===== src/rtl/led_sequence_decoder.sv =====
// On-line decoder/checker for the bound_flasher LED bus: tracks the thermometer level,
// ramp direction and reversals, and raises sticky protocol-violation flags.
module led_sequence_decoder #(
  parameter int WIDTH     = 16,
  parameter int STALL_MAX = 64,
  parameter int CNT_W     = 8,
  localparam int LW       = $clog2(WIDTH + 1)
) (
  input  logic             clk,
  input  logic             rst,
  input  logic [WIDTH-1:0] led_state,
  input  logic             clr_err,
  output logic [LW-1:0]    level,
  output logic [1:0]       dir,
  output logic             turn_pulse,
  output logic [LW-1:0]    turn_level,
  output logic [CNT_W-1:0] turn_cnt,
  output logic             seq_done,
  output logic             err_code,
  output logic             err_step,
  output logic             err_stall
);

  localparam int SW = $clog2(STALL_MAX + 1);
  localparam logic [SW-1:0] STALL_LIM = SW'(STALL_MAX);

  typedef enum logic [1:0] {
    IDLE = 2'b00,
    UP   = 2'b01,
    DOWN = 2'b10
  } state_t;

  state_t        state;
  logic [SW-1:0] stall_cnt;
  logic [LW-1:0] n;
  logic          valid;
  logic          same;
  logic          up1;
  logic          dn1;

  // A thermometer code 2^k-1 has no carry-free overlap with itself plus one.
  always_comb begin
    n = '0;
    for (int i = 0; i < WIDTH; i++) begin
      n = n + LW'(led_state[i]);
    end
    valid = ((led_state & (led_state + 1'b1)) == '0);
    same  = (n == level);
    up1   = ({1'b0, n} == ({1'b0, level} + 1'b1));
    dn1   = (({1'b0, n} + 1'b1) == {1'b0, level});
  end

  assign dir = state;

  always_ff @(posedge clk) begin
    if (rst) begin
      state      <= IDLE;
      level      <= '0;
      turn_pulse <= 1'b0;
      turn_level <= '0;
      turn_cnt   <= '0;
      seq_done   <= 1'b0;
      err_code   <= 1'b0;
      err_step   <= 1'b0;
      err_stall  <= 1'b0;
      stall_cnt  <= '0;
    end else begin
      turn_pulse <= 1'b0;
      seq_done   <= 1'b0;
      // Clear first so that an error detected on this same edge wins.
      if (clr_err) begin
        err_code  <= 1'b0;
        err_step  <= 1'b0;
        err_stall <= 1'b0;
      end
      if (!valid) begin
        err_code  <= 1'b1;
        stall_cnt <= '0;
      end else begin
        level <= n;
        if (state == IDLE) begin
          stall_cnt <= '0;
          if (n != '0) state <= UP;
          if (!same && !up1) err_step <= 1'b1;
        end else if (same) begin
          if (stall_cnt != STALL_LIM) stall_cnt <= stall_cnt + 1'b1;
          if (stall_cnt >= STALL_LIM - 1'b1) err_stall <= 1'b1;
        end else if (!up1 && !dn1) begin
          err_step  <= 1'b1;
          stall_cnt <= '0;
          if (n == '0) begin
            state    <= IDLE;
            seq_done <= 1'b1;
            turn_cnt <= '0;
          end
        end else begin
          stall_cnt <= '0;
          if ((state == UP && dn1) || (state == DOWN && up1)) begin
            state      <= (state == UP) ? DOWN : UP;
            turn_pulse <= 1'b1;
            turn_level <= level;
            if (!(&turn_cnt)) turn_cnt <= turn_cnt + 1'b1;
          end else if (state == DOWN && n == '0) begin
            state    <= IDLE;
            seq_done <= 1'b1;
            turn_cnt <= '0;
          end
        end
      end
    end
  end

endmodule


===== config.mk =====
export PLATFORM = sky130hd
export DESIGN_NAME = led_sequence_decoder
export DESIGN_NICKNAME = d
export VERILOG_FILES = /design/src/rtl/led_sequence_decoder.sv
export SDC_FILE = /design/constraint.sdc
export NUM_CORES = 1
export LEC_CHECK = 0
export CAP_MARGIN = 20
export CORE_UTILIZATION = 47
export DETAILED_ROUTE_END_ITERATION = 16
export PLACE_DENSITY = 0.69
export SYNTH_ARGS = -nofsm -noshare
export SYNTH_HDL_FRONTEND = slang
export SYNTH_SLANG_ARGS = --single-unit
export TNS_END_PERCENT = 1

===== constraint.sdc =====
create_clock -name clk -period 8.4 [get_ports clk]
set_input_delay 1.68 -clock clk [delete_from_list [all_inputs] [get_ports clk]]
set_output_delay 1.68 -clock clk [all_outputs]
set_load 0.005 [all_outputs]

==> metrics.cfg <==
[clocking]
cts_made_buffers=5
cts_root_buf=clkbuf_8
cts-htree-levels=2
hold_buffers=0
cts_sinks=32
cts_setup_buffers=0
clk_latency_ns=0.28
clk_pin_slew_worst_paths_ns=0.07
cts_tree=done
clk_path_buf_depth=2
ctsResizeCount=0

[worst_setup_path]
crit_slowest_cell=or4b_1
critPathBufInv=3
setup.worst_path.class=in -> reg
crit_fanout=8
crit_chain=clkdlybuf4s50_1 -> inv_1 -> fa_1 -> fa_1 -> fa_1 -> fa_1 -> inv_1 -> ha_1 -> fa_1 -> xor2_2 -> nand3_1 -> or3_1 -> a211o_1 -> or4b_1 -> o311a_2 -> o41a_1 -> nor3_1
r2r_cells=8
r2r-start=level[3]$_SDFFE_PP0N_
start_kind=input pin
crit_required_ns=8.60
endpoint_kind=flip-flop
r2r-end=turn_cnt[7]$_SDFFE_PP0P_
slowest_delay_ns=0.58
crit_family=adder cells
r2r_setup_slack_ns=5.37
path_common_cell=fa_1
crit_arrival_ns=7.56

[sta]
clock.fmax_mhz=136
clock_skew_ns=0.00609
relSlewSlack_pct=48.9
fin_crit_ns=7.35
setup_tns_ns=0
fin_ws_ns=1.05
tightest_slew_ns=0.764
grt_setup_unrepaired=false
fin_crit_sh_pct=87.6
slew_viol_final=0
finalSetupViolCount=0
hold_viol=0

[power_and_ir_drop]
p_int_uw=452
power_frac_clock_pct=18.9
switchingPower_uw=314
total_power_uw=766
p_comb_share_pct=61.3
switching_share_pct=41.0
leakage_nw=1.21
p_per_area_nw_per_um2=247
p_seq_share_pct=19.9
vdd_ir_drop_max_v=0.000199

[synth]
synthCells=305
synthesis.area_sq_um=2530
synth_nets=347
yosysSeqAreaShare_pct=25.3
yosys_warnings=0
avgSynthCellArea_sq_um=8.29
ys_ff_latch=32
synth-edff-count=0
synth-main-ff-cell=dfxtp_1
async_flop_share_pct=0
ys_types=60

[final_layout]
fillerInstances=468
layout_commonest_cell=clkdlybuf4s50_1
antennaDiodeCount=0
final_cell_mix=clkdlybuf4s50_1, inv_1, dfxtp_1
nets=388
area_delta_synth_final_pct=22.7
fin_cells=417
drive_above_1_share_pct=5.19
design_area_sq_um=3110

[grt]
gr-total-overflow=0
globalRouteTotalUtil_pct=21.2
grt_max_degree=23
grt_first_pass_wirelength_microns=9160
antenna_found_initial=0
grt_pass1_vias=2117

[detailed_routing]
drtAntennaViolNets=0
routed_wirelength_microns=5560
routedWlPerCell_microns=13.3
drc=0
via_per_inst=5.36
detail_route.first_pass.iterations=4
drt_iter0_markers=111
vias=2234

[die]
initial_core_util_pct=49.2
die_x_microns=75.4
die_y_microns=75.4
coreArea_sq_um=5140
die-area_sq_um=5680
row_count=26
ios=44

[place]
dp_slack_ns=0.778
port-buffer-count=43
post-dp-hpwl_microns=4280
placed_cell_area_sq_um=3000
place_congestion=0.864
dp_cells=409

[hold_path]
min_to=err_step$_SDFF_PP0_
hp-class=reg -> reg
min_path_cells=1
hold_start=err_step$_SDFF_PP0_

[status]
status=finished clean

[job]
cap_viol_max_count=0

-- cells by family (layout without fill, tap and decap cells) --
logic type      Yosys count  in the layout  synth area share (%)
simple gates            117            117                  23.7
compound gates           61             61                  17.8
buf+inv                  47             89                  7.76
flops                    32             32                  25.3
fa+ha+maj                23             23                  14.3
xor+xnor                 16             16                  7.47
mux                       9              9                  3.61
-- layer usage --
| layer | global-route usage [%] | vias to the layer above | share of wire (%) |
|---|---|---|---|
| met3 | 3.97 | 2 | 5.1 |
| met2 | 35.6 | 56 | 47 |
| li1 | - | 1148 | - |
| met1 | 27.7 | 1028 | 48 |
| met5 | 0 | - | 0 |
| met4 | 6.38 | 0 | 0.29 |
-- metrics by stage --
step | hold WS (ns) | utilization (%)
after floorplan | 0.449 | -
after CTS | 0.465 | 60.4
after global placement | 0.440 | 58.3
after detailed placement | 0.444 | 58.3
final | 0.462 | 60.4
after global routing | 0.499 | 60.4
-- worst max-delay path by stage --
stage,startpoint,to,cells past startpoint,slack (ns)
6_report,led_state[0],turn_cnt[7]$_SDFFE_PP0P_,17,1.05
5_1_grt,led_state[0],turn_cnt[7]$_SDFFE_PP0P_,17,0.79
4_1_cts,led_state[0],turn_cnt[7]$_SDFFE_PP0P_,17,1.06
3_5_place_dp,led_state[0],turn_cnt[7]$_SDFFE_PP0P_,17,0.78
3_3_place_gp,led_state[0],turn_cnt[7]$_SDFFE_PP0P_,17,0.89
2_1_floorplan,led_state[0],turn_cnt[7]$_SDFFE_PP0P_,18,1.66
-- final cells by class --
| class | count | area [sq um] | area share, % |
|---|---|---|---|
| Multi-Input combinational cell | 226 | 1690 | 54.5 |
| Sequential cell | 32 | 641 | 20.6 |
| Timing Repair Buffer | 44 | 438 | 14.1 |
| Inverter | 37 | 139 | 4.47 |
| Tap cell | 70 | 87.6 | 2.82 |
| Clock buffer | 6 | 72.6 | 2.34 |
| Clock inverter | 2 | 35.0 | 1.13 |
-- cell usage after synthesis (2+ instances only) --
cell type,n,share of area (%)
a21oi_1,9,1.8
or4_1,3,0.89
and3_1,8,2.0
xor2_1,6,2.1
o311ai_0,2,0.69
nand2_1,20,3.0
nor4_1,2,0.49
nand3b_1,2,0.59
inv_1,37,5.5
o31ai_1,2,0.59
fa_1,10,7.9
xnor3_1,3,2.7
or2_2,2,0.49
o21ai_0,10,2.0
o211ai_1,2,0.59
nand3_1,20,4.0
nand2b_1,10,2.5
nor4b_1,2,0.69
dfxtp_1,32,25
o221a_2,2,0.89
a22oi_1,3,0.89
nand4_1,2,0.49
nor2b_1,3,0.74
nor2_1,31,4.6
ha_1,13,6.4
clkbuf_1,6,0.89
mux2i_1,8,3.2
xnor2_1,6,2.1
nor3_1,5,0.99
a31oi_1,2,0.49
buf_6,2,0.89
o221ai_1,2,0.69
a21o_1,2,0.59
o22ai_1,2,0.49
and2_1,2,0.49
o32a_1,2,0.79
a211oi_1,7,2.1
-- state kept, by name, indices dropped and copies added, names as in the netlist --
name and cells:
err_stall 1, dir 2, seq_done 1, turn_level 5, stall_cnt 7, err_step 1, level 5, turn_pulse 1
err_code 1, turn_cnt 8
-- power by group through the flow --
stage | Combinational, mW | Clock (mW) | Sequential, mW
final | 0.469 | 0.145 | 0.152
after global routing | 0.528 | 0.157 | 0.152
after CTS | 0.471 | 0.149 | 0.152
after detailed placement | 0.467 | 0 | 0.156
after global placement | 0.462 | 0 | 0.156
after floorplan | 0.387 | 0 | 0.156
Power figures use the tool's default switching activity.
